[src/rtl/aes_pkg.sv]
// Shared AES datapath definitions: block/byte geometry, the serializer FSM
// state type and a helper that picks byte k (MSB first) out of a block.
package aes_pkg;

  localparam int AES_BLOCK_W         = 128;
  localparam int AES_BYTES_PER_BLOCK = 16;

  typedef logic [AES_BLOCK_W-1:0] aes_block_t;
  typedef logic [3:0]             aes_byte_idx_t;

  localparam aes_byte_idx_t AES_LAST_IDX = 4'd15;

  typedef enum logic {
    SER_IDLE,
    SER_STREAM
  } ser_state_e;

  // Byte k of a block, most significant byte first: block[127-8k -: 8].
  function automatic logic [7:0] aes_get_byte(aes_block_t block, aes_byte_idx_t idx);
    return block[AES_BLOCK_W-1-8*int'(idx) -: 8];
  endfunction

endpackage

[src/rtl/aes_cipher_serializer_if.sv]
// Byte-stream valid/ready interface between the cipher serializer (master)
// and the serial-out consumer (slave).
//   ser_valid : byte available on ser_data
//   ser_ready : consumer accepts the byte
//   ser_data  : current byte
//   ser_last  : high with byte 15 of a block
//   ser_par   : even parity of ser_data (only with AES_SER_PARITY_EN)
interface aes_cipher_serializer_if;

  logic       ser_valid;
  logic       ser_ready;
  logic [7:0] ser_data;
  logic       ser_last;
`ifdef AES_SER_PARITY_EN
  logic       ser_par;

  modport master (output ser_valid, ser_data, ser_last, ser_par, input ser_ready);
  modport slave  (input ser_valid, ser_data, ser_last, ser_par, output ser_ready);
`else
  modport master (output ser_valid, ser_data, ser_last, input ser_ready);
  modport slave  (input ser_valid, ser_data, ser_last, output ser_ready);
`endif

endinterface

[src/rtl/aes_block_fifo.sv]
// DEPTH-entry FIFO of whole AES blocks.
//   clk, rstn  : clock, asynchronous active-low reset
//   push/push_data : write a block at the tail (ignored when full unless pop)
//   pop        : discard the head block
//   head       : block at the head (meaningful when !empty)
//   full/empty/count : occupancy
// Push and pop in the same cycle while full is legal: the freed slot is
// reused and the count is unchanged.
module aes_block_fifo
  import aes_pkg::*;
#(
  parameter int DEPTH = 2
) (
  input  logic                     clk,
  input  logic                     rstn,
  input  logic                     push,
  input  aes_block_t               push_data,
  input  logic                     pop,
  output aes_block_t               head,
  output logic                     full,
  output logic                     empty,
  output logic [$clog2(DEPTH):0]   count
);

  localparam int AW = $clog2(DEPTH);

  aes_block_t    mem [DEPTH];
  logic [AW-1:0] wr_ptr;
  logic [AW-1:0] rd_ptr;
  logic          do_push;
  logic          do_pop;

  assign empty   = (count == '0);
  assign full    = (count == (AW+1)'(DEPTH));
  assign do_pop  = pop & ~empty;
  assign do_push = push & (~full | do_pop);
  assign head    = mem[rd_ptr];

  // NOTE: the storage array has no reset; pointers and count define which
  // entries are live, so clearing 128-bit words would only cost flops.
  always_ff @(posedge clk) begin
    if (do_push) mem[wr_ptr] <= push_data;
  end

  // Pointers wrap naturally because DEPTH is a power of two.
  always_ff @(posedge clk or negedge rstn) begin
    if (!rstn) begin
      wr_ptr <= '0;
      rd_ptr <= '0;
      count  <= '0;
    end else begin
      if (do_push) wr_ptr <= wr_ptr + 1'b1;
      if (do_pop)  rd_ptr <= rd_ptr + 1'b1;
      case ({do_push, do_pop})
        2'b10:   count <= count + 1'b1;
        2'b01:   count <= count - 1'b1;
        default: count <= count;
      endcase
    end
  end

endmodule

[src/rtl/aes_cipher_serializer.sv]
// Captures each finished AES block on the rising edge of done, buffers
// whole blocks, and streams them out MSB byte first over a valid/ready
// byte interface.
//   clk, rstn    : clock, asynchronous active-low reset
//   done         : AES completion level; a rising edge captures cipher_text
//   cipher_text  : block to capture
//   ser          : byte stream (master modport)
//   fill_level   : blocks held, including the one streaming
//   busy         : fill_level != 0
//   overflow     : sticky, a block was dropped because the buffer was full
// Optional feature macro: AES_SER_PARITY_EN adds ser_par = ^ser_data.
module aes_cipher_serializer
  import aes_pkg::*;
#(
  parameter int DEPTH = 2
) (
  input  logic                    clk,
  input  logic                    rstn,
  input  logic                    done,
  input  aes_block_t              cipher_text,
  aes_cipher_serializer_if.master ser,
  output logic [$clog2(DEPTH):0]  fill_level,
  output logic                    busy,
  output logic                    overflow
);

  localparam int CW = $clog2(DEPTH) + 1;

  ser_state_e    state, state_next;
  aes_byte_idx_t byte_idx, byte_idx_next;
  logic          done_q;
  logic          capture;
  logic          xfer;
  logic          pop;
  logic          push_ok;
  logic          fifo_full;
  logic          fifo_empty;
  aes_block_t    head;
  logic          valid_int;
  logic [7:0]    byte_int;

  assign capture = done & ~done_q;
  assign xfer    = valid_int & ser.ser_ready;
  assign pop     = xfer & (byte_idx == AES_LAST_IDX);
  // A capture into a full buffer survives only if the head retires now.
  assign push_ok = capture & (~fifo_full | pop);

  aes_block_fifo #(.DEPTH(DEPTH)) u_fifo (
    .clk       (clk),
    .rstn      (rstn),
    .push      (capture),
    .push_data (cipher_text),
    .pop       (pop),
    .head      (head),
    .full      (fifo_full),
    .empty     (fifo_empty),
    .count     (fill_level)
  );

  // NOTE: sequential state uses non-blocking assignments so every register
  // samples pre-edge values regardless of process ordering.
  always_ff @(posedge clk or negedge rstn) begin
    if (!rstn) begin
      done_q   <= 1'b0;
      overflow <= 1'b0;
      state    <= SER_IDLE;
      byte_idx <= '0;
    end else begin
      done_q   <= done;
      if (capture & ~push_ok) overflow <= 1'b1;
      state    <= state_next;
      byte_idx <= byte_idx_next;
    end
  end

  // NOTE: every output of this block gets a default first, so no path
  // leaves a value unassigned and no latch is inferred.
  always_comb begin
    state_next    = state;
    byte_idx_next = byte_idx;
    case (state)
      SER_IDLE: begin
        if (push_ok) state_next = SER_STREAM;
      end
      SER_STREAM: begin
        if (xfer) begin
          if (byte_idx == AES_LAST_IDX) begin
            byte_idx_next = '0;
            // Last block retiring with nothing arriving behind it.
            if (fill_level == CW'(1) && !push_ok) state_next = SER_IDLE;
          end else begin
            byte_idx_next = byte_idx + 1'b1;
          end
        end
      end
      default: begin
        state_next    = SER_IDLE;
        byte_idx_next = '0;
      end
    endcase
  end

  // Outputs come straight from state and FIFO storage, so they hold during
  // a stall and have no combinational dependence on ser_ready.
  assign valid_int     = (state == SER_STREAM);
  assign byte_int      = valid_int ? aes_get_byte(head, byte_idx) : 8'h00;
  assign ser.ser_valid = valid_int;
  assign ser.ser_data  = byte_int;
  assign ser.ser_last  = valid_int & (byte_idx == AES_LAST_IDX);
  assign busy          = ~fifo_empty;

`ifdef AES_SER_PARITY_EN
  assign ser.ser_par = ^byte_int;
`endif

endmodule

[src/flat_wrapper.sv]
// flat-port wrapper written by rule: the top's interface ports become plain ports
module aes_cipher_serializer_flat import aes_pkg::*;
#(
  parameter int DEPTH = 2
)
  (clk, rstn, done, cipher_text, fill_level, busy, overflow, ser_ser_valid, ser_ser_data, ser_ser_last, ser_ser_ready);
  aes_cipher_serializer_if ser_i ();
  input  logic clk;
  input  logic rstn;
  input  logic done;
  input  aes_block_t cipher_text;
  output logic [$clog2(DEPTH):0] fill_level;
  output logic busy;
  output logic overflow;
  output wire logic [$bits(ser_i.ser_valid)-1:0] ser_ser_valid;
  output wire logic [$bits(ser_i.ser_data)-1:0] ser_ser_data;
  output wire logic [$bits(ser_i.ser_last)-1:0] ser_ser_last;
  input wire logic [$bits(ser_i.ser_ready)-1:0] ser_ser_ready;
  assign ser_ser_valid = ser_i.ser_valid;
  assign ser_ser_data = ser_i.ser_data;
  assign ser_ser_last = ser_i.ser_last;
  assign ser_i.ser_ready = ser_ser_ready;
  aes_cipher_serializer #(.DEPTH(DEPTH)) u_core (.clk(clk), .rstn(rstn), .done(done), .cipher_text(cipher_text), .ser(ser_i), .fill_level(fill_level), .busy(busy), .overflow(overflow));
endmodule
[config.mk]
export PLATFORM = sky130hd
export DESIGN_NAME = aes_cipher_serializer_flat
export DESIGN_NICKNAME = d
export VERILOG_FILES = /design/src/rtl/aes_pkg.sv /design/src/rtl/aes_cipher_serializer_if.sv /design/src/rtl/aes_block_fifo.sv /design/src/rtl/aes_cipher_serializer.sv /design/src/flat_wrapper.sv
export SDC_FILE = /design/constraint.sdc
export NUM_CORES = 1
export LEC_CHECK = 0
export CORE_MARGIN = 2
export CORE_UTILIZATION = 58
export DETAILED_ROUTE_END_ITERATION = 12
export MAX_ROUTING_LAYER = met4
export PLACE_DENSITY = 0.95
export SYNTH_ARGS = -nofsm -noshare
export SYNTH_HDL_FRONTEND = slang
export SYNTH_SLANG_ARGS = --single-unit
[constraint.sdc]
create_clock -name clk -period 21.4 [get_ports clk]
set_input_delay 6.42 -clock clk [delete_from_list [all_inputs] [get_ports clk]]
set_output_delay 6.42 -clock clk [all_outputs]
set_load 0.005 [all_outputs]
Word-level counts from Yosys, hierarchy flattened. Memories as Yosys holds them, arrays and structs flattened. Cells that the tools add are included.

Register bits after elaboration: 11. Bits in writable memories: 256. Input port bits: 132. Output and inout bits: 14. Logic and storage cells: 50. Memories: 1.

Add/sub/neg operators: 6. Eq/ne operators: 5. Shift operators: 1. Mux-type cells: 10. Bitwise gates (word level): 15. Reductions and logical operators: 5.

Memory list: u_core.u_fifo.mem (words 2, bits a word 128, read ports 1, clocked after Yosys merged registers in 0, wr ports 1, RTL line aes_block_fifo.sv:27) `aes_block_t mem [DEPTH];`.

Operators with widths (count): 135-bit by 32-bit variable part select with 8-bit output (1); 1-bit bitwise AND (8); 8-bit two-way mux (1); 7-bit by 7-bit subtractor with 8-bit output, first input constant (1); 1-bit two-way mux (6); 1-bit NOT (5); 4-bit by 1-bit adder with 4-bit output, second input constant (1); 2-bit by 1-bit == test with 1-bit output, second input constant (2); 2-bit == test, second input constant (2); 4-bit == test, second input constant (1); 4-bit two-way mux (1); 2-bit case mux with 2 select lines (1); 1-bit adder, second input constant (2); 2-bit by 1-bit adder with 2-bit output, second input constant (1); 2-bit logical NOT (1); 1-bit OR (2); 1-bit case mux with 2 select lines (1); 2-bit AND reduction (1); 2-bit nonzero test (1); 2-bit by 1-bit subtractor with 2-bit output, second input constant (1); 1-bit logical AND (1); 1-bit logical NOT (1).

Longest topological paths before layout. Gate-level depths: netlist of run 1.

Depth after elaboration: 10. Depth in mapped cells: 7. Depth with buffers taken out: 7.

Cells and area by module. From an unflattened synthesis of run 1, not the netlist that was laid out.

Cell total of the unflattened synthesis: 545. Area, all modules: 10909.2 um2.

Modules (own cells, without submodules): aes_block_fifo (times used 1, cells each 422, area an instance 9491.6 um2, seq. area each 7787.5 um2); aes_cipher_serializer (times used 1, cells each 123, area an instance 1417.6 um2, seq. area each 175.2 um2).

Worst setup path before layout of run 1. No wires, ideal clock.

Path kind: input-to-reg. Start: input port ser_ser_ready. End: memory u_core.u_fifo.mem[0][0] in the netlist's numbering (enable). Library setup time: 0.617 ns. Arrival: 12.305 ns. Required time: 20.783 ns. Slack: 8.477 ns. Stages: 4. Path buffers: 0. Cell sequence: nand2_1 > nor3_1 > o21bai_1 > nor2_1.

Longest elaborated chain between the ends: 7.

RTL lines: start: declaration (RTL line flat_wrapper.sv:18) `input wire logic [$bits(ser_i.ser_ready)-1:0] ser_ser_ready;`; 1-bit bitwise AND (RTL line aes_cipher_serializer.sv:43) `assign xfer = valid_int & ser.ser_ready;`; 1-bit bitwise AND (RTL line aes_cipher_serializer.sv:44) `assign pop = xfer & (byte_idx == AES_LAST_IDX);`; 1-bit bitwise AND (RTL line aes_block_fifo.sv:35) `assign do_pop = pop & ~empty;`; named net u_core.u_fifo.do_pop (RTL line aes_block_fifo.sv:31) `logic do_pop;`; 1-bit OR (RTL line aes_block_fifo.sv:36) `assign do_push = push & (~full | do_pop);`; 1-bit bitwise AND (RTL line aes_block_fifo.sv:36); 1-bit two-way mux (RTL line aes_block_fifo.sv:42) `if (do_push) mem[wr_ptr] <= push_data;`; 1-bit two-way mux (not written as such) (RTL line aes_block_fifo.sv:42); end: declaration (RTL line aes_block_fifo.sv:27).

The timed path passes the listed nets, and every way through them passes these cells.

Final worst setup path of run 1.
Start: register u_core.byte_idx[0]. End: output port ser_ser_data[3].

Longest elaborated chain between the ends: 3.

RTL lines: start: declaration (RTL line aes_cipher_serializer.sv:30) `aes_byte_idx_t byte_idx, byte_idx_next;`; start signal: assignment (RTL line aes_cipher_serializer.sv:72) `byte_idx <= byte_idx_next;`; 7-bit by 7-bit subtractor with 8-bit output (RTL line aes_pkg.sv:20) `return block[AES_BLOCK_W-1-8*int'(idx) -: 8];`; 135-bit by 32-bit variable part select with 8-bit output (RTL line aes_pkg.sv:20); 8-bit two-way mux (RTL line aes_cipher_serializer.sv:106) `assign byte_int = valid_int ? aes_get_byte(head, byte_idx) : 8'h00;`; end: declaration (RTL line flat_wrapper.sv:16) `output wire logic [$bits(ser_i.ser_data)-1:0] ser_ser_data;`.

Every way passes these cells.

==> results of run 1 <==
layout by cell type, fill, tap and decap left out, types with 2 or more instances in the layout:
| cell | n |
|---|---|
| o221ai_1 | 7 |
| bufinv_16 | 3 |
| a31oi_1 | 8 |
| nand2_1 | 8 |
| clkdlybuf4s50_1 | 145 |
| clkbuf_1 | 6 |
| nand3_1 | 4 |
| mux2_2 | 17 |
| clkbuf_16 | 27 |
| buf_4 | 5 |
| o21ai_0 | 9 |
| dfrtp_4 | 2 |
| a221oi_1 | 6 |
| nor2_4 | 2 |
| a22oi_1 | 8 |
| xnor2_1 | 5 |
| mux2i_1 | 16 |
| inv_1 | 7 |
| o2111ai_1 | 2 |
| nor2b_1 | 2 |
| mux4_2 | 46 |
| o31ai_1 | 2 |
| nand2b_1 | 2 |
| clkinv_2 | 6 |
| nor2_1 | 5 |
| mux4_1 | 10 |
| edfxtp_1 | 256 |
| clkinv_1 | 4 |
| ha_1 | 5 |
| dfrtp_1 | 9 |
flip-flops by register name (all words and copies together) (netlist names):
name and cells:
u_core.ser.ser_valid 1, u_core.overflow 1, u_core.u_fifo.mem 256, u_core.done_q 1
u_core.u_fifo.count 2, u_core.u_fifo.rd_ptr 1, u_core.byte_idx 4, u_core.u_fifo.wr_ptr 1
layer usage:
layer / GRT usage, % / up-vias
met5: - / -
met4: 8.957 / 0
met3: 4.378 / 58
met2: 45.30 / 272
met1: 30.81 / 2757
li1: - / 2306
through the flow:
stage / setup slack, ps / instance area, um2 / power (mW)
2_1_floorplan: 8477 / 10370 / 0.9673
3_3_place_gp: 11990 / 12000 / 1.087
3_5_place_dp: 11920 / 12000 / 1.113
4_1_cts: 11320 / 12840 / 1.562
5_1_grt: 11200 / 12840 / 1.612
6_report: 11360 / 12840 / 1.554
worst max-delay path: stages (launching register included):
cell,delay (ps)
dfrtp_4,1160
mux4_1,660
mux2_2,280
o221ai_1,320
a31oi_1,140
clkdlybuf4s50_1,520
report_power, final:
group / internal [mW] / total, mW / switching [mW]
sequential: 0.651 / 0.731 / 0.0802
clock: 0.265 / 0.447 / 0.182
combinational: 0.208 / 0.376 / 0.168
total: 1.12 / 1.55 / 0.431
synthesized netlist by cell type, drive strengths merged (7+ instances only):
cell	instances
edfxtp	256
mux4	56
buf	19
mux2	17
mux2i	16
dfrtp	11
o21ai	9
a22oi	8
a31oi	8
inv	8
nand2	8
o221ai	8
nor2	7
worst paths after layout:
check	cells past startpoint	to	start	slack, ps
worst max-delay path	5	ser_ser_data[3]	u_core.byte_idx[0]	11360
worst min-delay path	2	u_core.overflow	u_core.overflow	500
worst max register to register	6	u_core.u_fifo.mem[1][48]	u_core.byte_idx[0]	17520
worst min register to register	2	u_core.overflow	u_core.overflow	500
max in group asynchronous	1	u_core.byte_idx[1]	rstn	14740
min in group asynchronous	1	u_core.byte_idx[3]	rstn	6250
logic make-up (layout without fill, tap and decap cells):
logic type                 Yosys count  after routing  share of synthesized area (%)
AOI/OAI and AO/OA                   46             46                          3.235
xor gates and xnor gates             5              5                         0.4224
adders and majority gates            5              5                         0.6035
buffers and inverters               32            204                          1.798
DFF                                267            267                          76.81
muxes                               89             89                          15.92
and+or+nand+nor                     27             27                          1.207
area by class of cell:
cell class	instances	area, um2
flip-flops and latches	267	7970
clock buffers	33	698.2
fillers	919	4521
clock inverters	13	135.1
inverters	8	30.03
well taps	225	281.5
multi-input cells	172	2232
repair buffers	150	1489
==> impl_metrics.csv, run 1 <==
group,metric,value,unit
route,drc,0,
route,drt-vias-per-instance,6.213,
cts,clk-insertion-delay-late,520,ps
floorplan,die_area,0.01896,mm2
placement,port-buffer-count,145,
floorplan,boundaryPins,146,
run,maxCapViolations,0,
cts,clockBufferDepth,3,
route,first_pass_iters,5,
timing,max_freq,99.64,MHz
power,p_leak,4.253,nW
logic_synthesis,avgSynthCellArea,22.01,um2
timing,fin_crit,10040,ps
setup_path,arrival,3620,ps
cells_and_area,drive_gt1_share,17.26,%
grt,grt_pass1_vias,5898,
grt,grt_usage,25.93,%
placement,dp_hpwl,14.78,mm
logic_synthesis,synthTopCellsByArea,"edfxtp_1 74%, mux4_2 10%, dfrtp_1 2.7%",
power,vdd_drop_max,0.00008047,V
timing,drv_slew,0,
cts,clock-sinks,267,
cts,cts-root-buf,"clkbuf_16",
status,status,"finished clean",
logic_synthesis,syn-instance-count,471,
setup_path,start_kind,"flop",
floorplan,core,0.01736,mm2
route,routed_wl,23.06,mm
setup_path,crit_fanout,63,
route,wl_per_cell,26.56,um
cells_and_area,num-nets-final,762,
timing,rsz0062_at_grt,"no",
cts,path_clk_slew,60,ps
logic_synthesis,ys_ff_latch,267,
logic_synthesis,async_reset_ff_share,4.120,%
route,ant_nets,0,
placement,globalplace.congestion,0.8039,
logic_synthesis,yosys_warnings,0,
cells_and_area,diodes,0,
logic_synthesis,ys_seq_area_share,76.81,%
grt,grt_pass1_wl,34.10,mm
route,route.layer.met1.wl,8.225,mm
cts,htree_num_levels,1,
logic_synthesis,synth_cell_types,36,
grt,grt_overflow,0,
power,cellPowerDensity,121.1,mW/mm2
cells_and_area,final_core_util,73.95,%
cts,cts_buffers,26,
logic_synthesis,synth.top_cell.area_share,74.16,%
setup_path,endpoint_kind,"primary output",
timing,fin_crit_sh,46.90,%
grt,grt_antenna_before_repair,0,
setup_path,critical_path_required,14980,ps
logic_synthesis,synth_ff_type,"edfxtp_1",
worst_hold_path,hold_class,"flop to flop",
route,met3_wirelength,1.595,mm
floorplan,die_w,137.7,um
timing,final_hold_viol_count,0,
timing,fin_skew,10.71,ps
timing,setup_violations,0,
timing,holdWs,498.9,ps
logic_synthesis,syn_nets,608,
route,num_vias,5393,
setup_path,crit_type,"flop to primary output",
floorplan,initial_core_util,59.72,%
floorplan,die_h,137.7,um
grt,grt_max_degree,73,
route,drt_iter0_drc,441,
floorplan,rows,48,
cts,ctsResizeCount,0,
cts,post-cts-setup-buffer-count,0,
cells_and_area,area_growth,23.83,%
timing,timing.setup.tns,0,ps
placement,placedCellCount,822,
logic_synthesis,synth_edf_count,256,
route,topRoutingLayerUsed,"met4",
timing,tightest_slew,1079,ps
cts,ctsHoldBuffers,0,
logic_synthesis,netlist.top_cell.by_area,"edfxtp_1",
logic_synthesis,netlist_area,0.01037,mm2
cts,cts_tree,"built",
timing,max_slew_margin,28.04,%
cells_and_area,final_cells,868,
route,wl_met2,12.38,mm
(Power assumes the default switching activity.)
==> inputs of run 2 (changes only) <==
--- a/config.mk
+++ b/config.mk
@@ -6,10 +6,10 @@
 export NUM_CORES = 1
 export LEC_CHECK = 0
 export CORE_MARGIN = 2
-export CORE_UTILIZATION = 58
+export CORE_UTILIZATION = 49
 export DETAILED_ROUTE_END_ITERATION = 12
 export MAX_ROUTING_LAYER = met4
-export PLACE_DENSITY = 0.95
+export PLACE_DENSITY = 0.88
 export SYNTH_ARGS = -nofsm -noshare
 export SYNTH_HDL_FRONTEND = slang
 export SYNTH_SLANG_ARGS = --single-unit
==> constraint.sdc (replaced) <==
create_clock -name clk -period 8.15 [get_ports clk]
set_input_delay 2.445 -clock clk [delete_from_list [all_inputs] [get_ports clk]]
set_output_delay 2.445 -clock clk [all_outputs]
set_load 0.005 [all_outputs]
==> run 2 against run 1 <==
Worst setup slack got worse by 9400 ps. First-iteration DRC count rose by 16%. Via count fell by 1.7%. Sequential power rose to 2.5 times the previous value. Critical endpoint is now ser_ser_data[6]. Utilization down 13 points. Cell area is essentially flat. Total power grew to 2.5 times the previous value. Clock skew up 8.7 ps. Sequential cell count is the same. Combinational power increased to 2.8 times the previous value. Largest power group unchanged. Wire length down 8.0%. Sequential share of layout area barely moved.
==> impl_metrics.csv, run 2 (synthesized netlist as in run 1, its figures left out) <==
group,metric,value,unit
timing,max_slew_margin,21.41,%
cells_and_area,layout_common_cells,"256 x edfxtp_1, 145 x clkdlybuf4s50_1, 46 x mux4_2, 26 x clkbuf_16, 17 x mux2_2",
cts,post-cts-setup-buffer-count,0,
setup_path,rr_endpoint,"u_core.u_fifo.mem[1][30]",
setup_path,r2r_cells,7,
setup_path,crit_chain,"buf_4, mux4_1, mux2_2, o221ai_1, a31oi_1, clkdlybuf4s50_1",
setup_path,crit_type,"flop to primary output",
cts,cts_tree,"built",
placement,dp_slack,2444,ps
power,switching_share,28.05,%
power,switchingPower,1.108,mW
timing,tightest_slew,1176,ps
setup_path,start_kind,"flop",
route,first_pass_iters,5,
grt,grt_pass1_vias,5557,
timing,fin_crit,6149,ps
cells_and_area,drive_gt1_share,16.46,%
setup_path,r2r_start,"u_core.byte_idx[0]",
cells_and_area,largest_register_ffs,256,
run,maxCapViolations,0,
placement,globalplace.congestion,0.8351,
route,drt-vias-per-instance,5.767,
setup_path,crit_cells,6,
cts,ctsResizeCount,0,
route,ant_nets,0,
timing,max_freq,162.6,MHz
timing,final_hold_viol_count,0,
floorplan,die_area,0.02234,mm2
setup_path,critPathBufInv,2,
cells_and_area,mostFrequentLayoutCell,"edfxtp_1",
power,cellPowerDensity,307.9,mW/mm2
placement,port-buffer-count,145,
timing,fin_crit_sh,75.45,%
floorplan,die_h,149.5,um
setup_path,cpLargestDelayFamily,"buffers and inverters",
timing,rsz0062_at_grt,"no",
placement,placedCellCount,873,
floorplan,die_w,149.5,um
cts,path_clk_slew,60,ps
timing,holdWs,524.6,ps
timing,setup_violations,0,
setup_path,max_stage_delay,750,ps
timing,timing.final.ws_setup,2001,ps
floorplan,core,0.02089,mm2
power,total_power,3.948,mW
cts,clockBufferDepth,3,
cells_and_area,diodes,0,
timing,drv_slew,0,
route,drc,0,
power,p_clk_share,26.6,%
cts,htree_num_levels,1,
power,vdd_drop_max,0.0002304,V
cts,ctsHoldBuffers,0,
cells_and_area,final_core_util,61.40,%
cts,cts-root-buf,"clkbuf_16",
worst_hold_path,hold_class,"flop to flop",
cells_and_area,top_register,"u_core.u_fifo.mem",
cells_and_area,reg_top3,"u_core.u_fifo.mem (256), u_core.byte_idx (4), u_core.u_fifo.count (2)",
cells_and_area,num-nets-final,763,
setup_path,critical_path_required,5710,ps
route,num_vias,5300,
setup_path,cp-startpoint,"u_core.byte_idx[0]",
setup_path,crit_end,"ser_ser_data[6]",
grt,grt_antenna_before_repair,0,
setup_path,arrival,3700,ps
grt,grt_overflow,0,
cts,clock-sinks,267,
grt,grt_pass1_wl,31.26,mm
timing,fin_skew,19.36,ps
power,comb_power_share,26.6,%
grt,grt_usage,19.50,%
floorplan,rows,53,
setup_path,endpoint_kind,"primary output",
route,wl_per_cell,23.07,um
cells_and_area,area_growth,23.72,%
setup_path,crit_fanout,33,
power,share_seq_of_total_power,46.8,%
cts,clk-insertion-delay-late,520,ps
setup_path,r2r_setup_slack,3710,ps
grt,grt_max_degree,89,
placement,dp_hpwl,14.37,mm
cells_and_area,fillers,1424,
cells_and_area,final_cells,919,
floorplan,initial_core_util,49.63,%
floorplan,boundaryPins,146,
route,drt_iter0_drc,510,
power,internal_power,2.841,mW
setup_path,slowest_stage,"dfrtp_4",
power,p_leak,4.209,nW
cts,cts_buffers,26,
status,status,"finished clean",
route,routed_wl,21.21,mm
run 2: cell types whose count changed in the layout (fill, tap and decap cells not counted), sizes merged:
cell / before / now
buf: 5 / 6
clkinv: 10 / 11
clkbuf: 33 / 35
bufinv: 3 / 0
run 2: worst min path at each step:
stage | start | end | slack (ps) | cells after the start
5_1_grt | u_core.overflow | u_core.overflow | 550 | 2
6_report | u_core.overflow | u_core.overflow | 520 | 2
4_1_cts | u_core.overflow | u_core.overflow | 530 | 2
3_5_place_dp | u_core.overflow | u_core.overflow | 510 | 2
2_1_floorplan | u_core.overflow | u_core.overflow | 460 | 2
3_3_place_gp | u_core.overflow | u_core.overflow | 470 | 2
run 2: per-layer routing:
layer	global-route usage (%)	share of wire, %	vias up
met4	3.810	1.9	0
met2	32.87	51	263
met1	25.44	39	2706
li1	-	-	2299
met3	3.384	7.4	32
met5	-	0	-
run 2: metrics by stage:
stage	TNS [ps]	cell area, um2
after global routing	0	12820
after floorplan	-204160	10370
after global placement	0	12080
final	0	12820
after CTS	0	12820
after detailed placement	0	12080
run 2: final cells by class:
type,count,area [um2],area share (%)
inverters,8,30.03,0.2341
well taps,275,344.1,2.683
clock buffers,35,684.4,5.337
multi-input cells,172,2232,17.40
repair buffers,151,1509,11.77
flip-flops and latches,267,7968,62.13
clock inverters,11,57.56,0.4488
run 2: power by group through the flow:
stage          Combinational, mW  Sequential [mW]  Clock (mW)
3_5_place_dp                1.05             1.88           0
2_1_floorplan              0.734             1.81           0
4_1_cts                     1.06             1.85        1.07
5_1_grt                     1.12             1.87        1.12
3_3_place_gp                1.02             1.86           0
6_report                    1.05             1.85        1.05
run 2: tightest hold or removal path, delay by kind of cell, from the launching register on:
| family | cells | cell delay (ps) |
|---|---|---|
| buf+inv | 1 | 50 |
| compound gates | 1 | 70 |
| flops | 1 | 360 |
==> inputs of run 3 (changes only) <==
--- a/config.mk
+++ b/config.mk
@@ -6,10 +6,10 @@
 export NUM_CORES = 1
 export LEC_CHECK = 0
 export CORE_MARGIN = 2
-export CORE_UTILIZATION = 49
+export CORE_UTILIZATION = 54
 export DETAILED_ROUTE_END_ITERATION = 12
 export MAX_ROUTING_LAYER = met4
-export PLACE_DENSITY = 0.88
+export PLACE_DENSITY = 0.91
 export SYNTH_ARGS = -nofsm -noshare
 export SYNTH_HDL_FRONTEND = slang
 export SYNTH_SLANG_ARGS = --single-unit
==> constraint.sdc (replaced) <==
create_clock -name clk -period 6.4 [get_ports clk]
set_input_delay 1.92 -clock clk [delete_from_list [all_inputs] [get_ports clk]]
set_output_delay 1.92 -clock clk [all_outputs]
set_load 0.005 [all_outputs]
==> run 3 against run 2 <==
Clock power up 27%. Count of clock-buffer cells in the layout shrank 6. Worst setup slack got worse by 1100 ps. Register-to-register slack worse by 1100 ps. Critical path depth stayed put. Via count up 0.26%. Utilization is 6.6 points higher. Final cell count shrank 4.7%. Sequential cell count is the same. Non-clock buffer count is 2 higher. Critical path type unchanged.
==> impl_metrics.csv, run 3 (synthesized netlist as in run 1, its figures left out) <==
group,metric,value,unit
route,first_pass_iters,5,
worst_hold_path,holdPathStages,2,
power,internal_power,3.608,mW
grt,grt_pass1_wl,32.43,mm
cts,clock-sinks,267,
cells_and_area,num-nets-final,765,
timing,tightest_slew,1006,ps
floorplan,core,0.01877,mm2
setup_path,arrival,3590,ps
timing,final_hold_viol_count,0,
setup_path,rr_endpoint,"u_core.u_fifo.mem[1][71]",
grt,grt_overflow,0,
power,comb_power_share,26.0,%
placement,port-buffer-count,145,
grt,grt_max_degree,77,
placement,placedCellCount,834,
cts,cts_buffers,26,
cells_and_area,layout_common_cells,"256 x edfxtp_1, 145 x clkdlybuf4s50_1, 46 x mux4_2, 26 x clkbuf_16, 17 x mux2_2",
placement,dp_hpwl,14.52,mm
floorplan,die_w,142.6,um
cells_and_area,final_core_util,68.01,%
cells_and_area,top_register,"u_core.u_fifo.mem",
placement,globalplace.congestion,0.7839,
cts,ctsResizeCount,0,
cts,ctsHoldBuffers,0,
cells_and_area,fillers,1163,
power,vdd_drop_max,0.0003009,V
grt,grt_usage,22.31,%
power,p_clk_share,26.4,%
setup_path,crit_fanout,14,
cts,htree_num_levels,1,
worst_hold_path,min_to,"u_core.overflow",
floorplan,boundaryPins,146,
route,ant_nets,0,
cells_and_area,stdcell_area,0.01276,mm2
worst_hold_path,holdCritStartpoint,"u_core.overflow",
setup_path,r2r_cells,6,
cells_and_area,multiInputGateArea,0.002232,mm2
cts,cts-root-buf,"clkbuf_16",
cts,path_clk_slew,60,ps
setup_path,r2r_setup_slack,2580,ps
setup_path,crit_type,"flop to primary output",
route,drc,0,
floorplan,initial_core_util,55.23,%
timing,max_slew_margin,32.94,%
cells_and_area,mostFrequentLayoutCell,"edfxtp_1",
run,maxCapViolations,0,
power,total_power,5.022,mW
timing,fin_crit_sh,86.04,%
power,share_seq_of_total_power,47.6,%
setup_path,critical_path_required,4480,ps
cts,post-cts-setup-buffer-count,0,
power,cellPowerDensity,393.5,mW/mm2
cells_and_area,drive_gt1_share,17.13,%
setup_path,endpoint_kind,"primary output",
setup_path,crit_chain,"buf_4, mux4_2, mux2_2, o221ai_1, a31oi_1, clkdlybuf4s50_1",
route,wl_per_cell,24.82,um
power,switching_share,28.15,%
timing,rsz0062_at_grt,"no",
setup_path,cp-startpoint,"u_core.u_fifo.rd_ptr",
floorplan,die_area,0.02032,mm2
timing,fin_skew,12.13,ps
timing,max_freq,181.6,MHz
setup_path,start_kind,"flop",
route,routed_wl,21.74,mm
grt,grt_antenna_before_repair,0,
cts,clk-insertion-delay-late,520,ps
timing,drv_slew,0,
worst_hold_path,hold_class,"flop to flop",
floorplan,rows,50,
grt,grt_pass1_vias,5692,
setup_path,r2r_start,"u_core.byte_idx[1]",
cells_and_area,largest_register_ffs,256,
cells_and_area,final_cells,876,
route,num_vias,5314,
placement,placed_area,0.01203,mm2
setup_path,max_stage_delay,810,ps
cells_and_area,area_growth,23.13,%
cts,clockBufferDepth,3,
cells_and_area,reg_top3,"u_core.u_fifo.mem (256), u_core.byte_idx (4), u_core.u_fifo.count (2)",
floorplan,die_h,142.6,um
status,status,"finished clean",
cells_and_area,diodes,0,
timing,fin_crit,5506,ps
route,drt_iter0_drc,547,
cts,cts_tree,"built",
power,p_leak,4.216,nW
timing,setup_violations,0,
setup_path,slowest_stage,"dfrtp_1",
power,switchingPower,1.414,mW
cells_and_area,seqCellArea,0.007968,mm2
route,drt-vias-per-instance,6.066,
## run 3: layout make-up
cell class | count | share of cell area [%]
timing repair buffer | 153 | 11.84
clock buffer | 29 | 5.186
inverter | 8 | 0.2353
multi-input combinational | 172 | 17.49
tap | 234 | 2.294
sequential | 267 | 62.43
clock inverter | 13 | 0.5294
## run 3: worst max-delay path by stage
stage	slack, ps	cells past startpoint	to
after CTS	930	6	ser_ser_data[1]
after floorplan	-2020	4	u_core.u_fifo.mem[0][0]
after detailed placement	1520	6	ser_ser_data[1]
after global placement	1590	6	ser_ser_data[1]
after global routing	720	6	ser_ser_data[1]
final	890	6	ser_ser_data[1]
## run 3: power groups by stage
stage / Combinational, mW / Clock [mW] / Sequential, mW
detailed placement: 1.30 / 0 / 2.43
global route: 1.40 / 1.41 / 2.42
floorplan: 0.935 / 0 / 2.30
global placement: 1.26 / 0 / 2.40
CTS: 1.31 / 1.35 / 2.39
finish: 1.31 / 1.33 / 2.39
## run 3: routing by layer
metal / vias up / wire length [um] / track usage [%]
met1: 2720 / 7829 / 27.29
li1: 2297 / - / -
met5: - / 0 / -
met4: 0 / 602 / 5.993
met3: 45 / 2165 / 6.595
met2: 252 / 11140 / 36.82
## run 3: per-stage QoR
step / setup TNS [ps] / hold slack (ps) / setup WS [ps]
floorplan: -517760 / 459.6 / -2023
global placement: 0 / 459.6 / 1592
detailed placement: 0 / 477.6 / 1524
CTS: 0 / 494.2 / 931.3
global route: 0 / 531.5 / 721.0
finish: 0 / 489.2 / 893.5
## run 3: critical path: cells and delay by family, from the launching register on
kind | cells | cell delay [ps]
compound gates | 2 | 590
buf+inv | 2 | 840
flops | 1 | 810
mux | 2 | 820
==> RTL change, RTL diff (config.mk and constraints of run 3) <==
`DEPTH` is set to 2 in 3 places; all go to 1.
--- a/src/rtl/aes_block_fifo.sv
+++ b/src/rtl/aes_block_fifo.sv
@@ -9,7 +9,7 @@
 module aes_block_fifo
   import aes_pkg::*;
 #(
-  parameter int DEPTH = 2
+  parameter int DEPTH = 1
 ) (
   input  logic                     clk,
   input  logic                     rstn,
--- a/src/rtl/aes_cipher_serializer.sv
+++ b/src/rtl/aes_cipher_serializer.sv
@@ -12,7 +12,7 @@
 module aes_cipher_serializer
   import aes_pkg::*;
 #(
-  parameter int DEPTH = 2
+  parameter int DEPTH = 1
 ) (
   input  logic                    clk,
   input  logic                    rstn,
--- a/src/flat_wrapper.sv
+++ b/src/flat_wrapper.sv
@@ -1,7 +1,7 @@
 // flat-port wrapper written by rule: the top's interface ports become plain ports
 module aes_cipher_serializer_flat import aes_pkg::*;
 #(
-  parameter int DEPTH = 2
+  parameter int DEPTH = 1
 )
   (clk, rstn, done, cipher_text, fill_level, busy, overflow, ser_ser_valid, ser_ser_data, ser_ser_last, ser_ser_ready);
   aes_cipher_serializer_if ser_i ();
Interface: changed (resized fill_level); port bits go from 146 to 145. No check against the original RTL was run, so the function may have changed too.
==> RTL change against run 3 <==
Power fell by 55%. Synthesized area fell by 49%. Worst setup slack improved by 0.68 ns. Cell area fell by 42%. Highest routed layer unchanged. Wire length fell by 48%. Sequential cell count fell by 131. Utilization rose by 9.3 points. Clock skew fell by 0.0031 ns.
==> RTL change: results (changes against run 3) <==
Pwr
The power share of the combinational group is 11.7% (was 26.0%). The final total power was 2.270 mW (was 5.022 mW). The worst ir drop on vdd is 0.1589 mV (was 0.3009 mV). The cell leakage power came to 2.432 nW (was 4.216 nW).

The switching part of the total is 20.35% (was 28.15%). The power in sequential cells came to 0.986 mW (was 2.39 mW).

Route
The total met3 wirelength after detailed routing came to 912 um (was 2.165 mm). The sum of routed wire length over all layers was 11.31 mm (was 21.74 mm). The initial detailed-routing violation count is 250 (was 547). The total via count in the routed design was 2,988 (was 5,314). The met2 layer wire length in the routed design is 5.929 mm (was 11.14 mm).

Worst setup path
The worst-path cell with the longest stage delay is sky130_fd_sc_hd__dfrtp_2 (was sky130_fd_sc_hd__dfrtp_1). The critical path endpoint is ser_ser_data[2] (was ser_ser_data[1]). The slack of the worst reg-to-reg path is 3.57 ns (was 2.58 ns). The number of cells traversed by the worst register-to-register path is 4 (was 6). The startpoint of the worst register-to-register path is u_core.byte_idx[2] (was u_core.byte_idx[1]). The arrival time at the worst endpoint is 2.90 ns (was 3.59 ns). The family with the most delay on the worst path is flip-flops (was buffers and inverters).

The biggest fanout along the worst timing path is 38 (was 14). The capture instance of the worst register-to-register path is u_core.u_fifo.mem[0][114] (was u_core.u_fifo.mem[1][71]).

Logic synthesis
Top cells by area, synth: sky130_fd_sc_hd__edfxtp_1, sky130_fd_sc_hd__mux4_2, sky130_fd_sc_hd__mux4_1 (was sky130_fd_sc_hd__edfxtp_1, sky130_fd_sc_hd__mux4_2, sky130_fd_sc_hd__dfrtp_1). The number of enable flip-flop cells after synthesis is 128 (was 256). The synthesized-area fraction occupied by xor and xnor cells is 0.1656% (was 0.4225%).

The number of nets in the synthesized netlist is 386 (was 608). The compound-gate portion of the synthesized area was 3.855% (was 3.235%). The cell count after synthesis came to 253 (was 471). The async set-reset flop share out of synthesis is 5.882% (was 4.120%). The sequential cell area fraction in the yosys report was 76.44% (was 76.81%).

Cells and area
The number of fill cells came to 592 (was 1,163). The number of standard cells in the final layout excluding fillers is 550 (was 876). The final design instance area without fill is 0.007456 mm^2 (was 0.01276 mm^2).

The final layout net count came to 537 (was 765). The share of layout cells above drive strength 1 is 11.27% (was 17.13%).

Hold path
The number of instances on the worst hold path is 1 (was 2).

GRT
The all-layer global routing usage is 23.34% (was 22.31%). The maximum number of pins on one net before global-route repair is 129 (was 77). The first-pass GRT wire length is 16.72 mm (was 32.43 mm). The number of global-route vias before repair is 3,152 (was 5,692).

Timing
The minimum hold slack is 0.4889 ns (was 0.4892 ns). The highest achievable clock rate was 207.4 MHz (was 181.6 MHz).

CTS
The H-tree depth reported by CTS is 4 (was 1). The TritonCTS buffer count is 17 (was 26). The buffer cell driving the clock tree root is sky130_fd_sc_hd__clkbuf_8 (was sky130_fd_sc_hd__clkbuf_16).

Placement
The cell count after placement came to 518 (was 834). The count of input and output buffers is 144 (was 145). The final estimated routing congestion in global placement is 0.7705 (was 0.7839).

Run status
Status: finished clean (unchanged).
-- RTL change: cell types whose count changed after synthesis, moves of 5 or more --
cell                       change
sky130_fd_sc_hd__mux2i_1       +8
sky130_fd_sc_hd__mux2_2       -15
sky130_fd_sc_hd__edfxtp_1    -128
sky130_fd_sc_hd__inv_1         -6
sky130_fd_sc_hd__o221ai_1      -7
sky130_fd_sc_hd__a31oi_1       -8
sky130_fd_sc_hd__o21ai_0       +6
sky130_fd_sc_hd__a22oi_1       -7
sky130_fd_sc_hd__mux4_2       -33
sky130_fd_sc_hd__o21ai_1       +5
sky130_fd_sc_hd__nor2_1        -5
-- RTL change: cell type report --
class / instances / share of cell area [%]
clock buffer: 19 / 5.655
clock inverter: 13 / 2.685
multi-input combinational: 101 / 15.32
tap: 133 / 2.232
sequential: 136 / 54.25
inverter: 1 / 0.05034
timing repair buffer: 147 / 19.80
-- RTL change: per-layer routing --
layer  track usage [%]  vias up
met4             9.109        0
met3             6.712        9
met5                 -        -
li1                  -     1355
met2             36.71      144
met1             28.94     1480
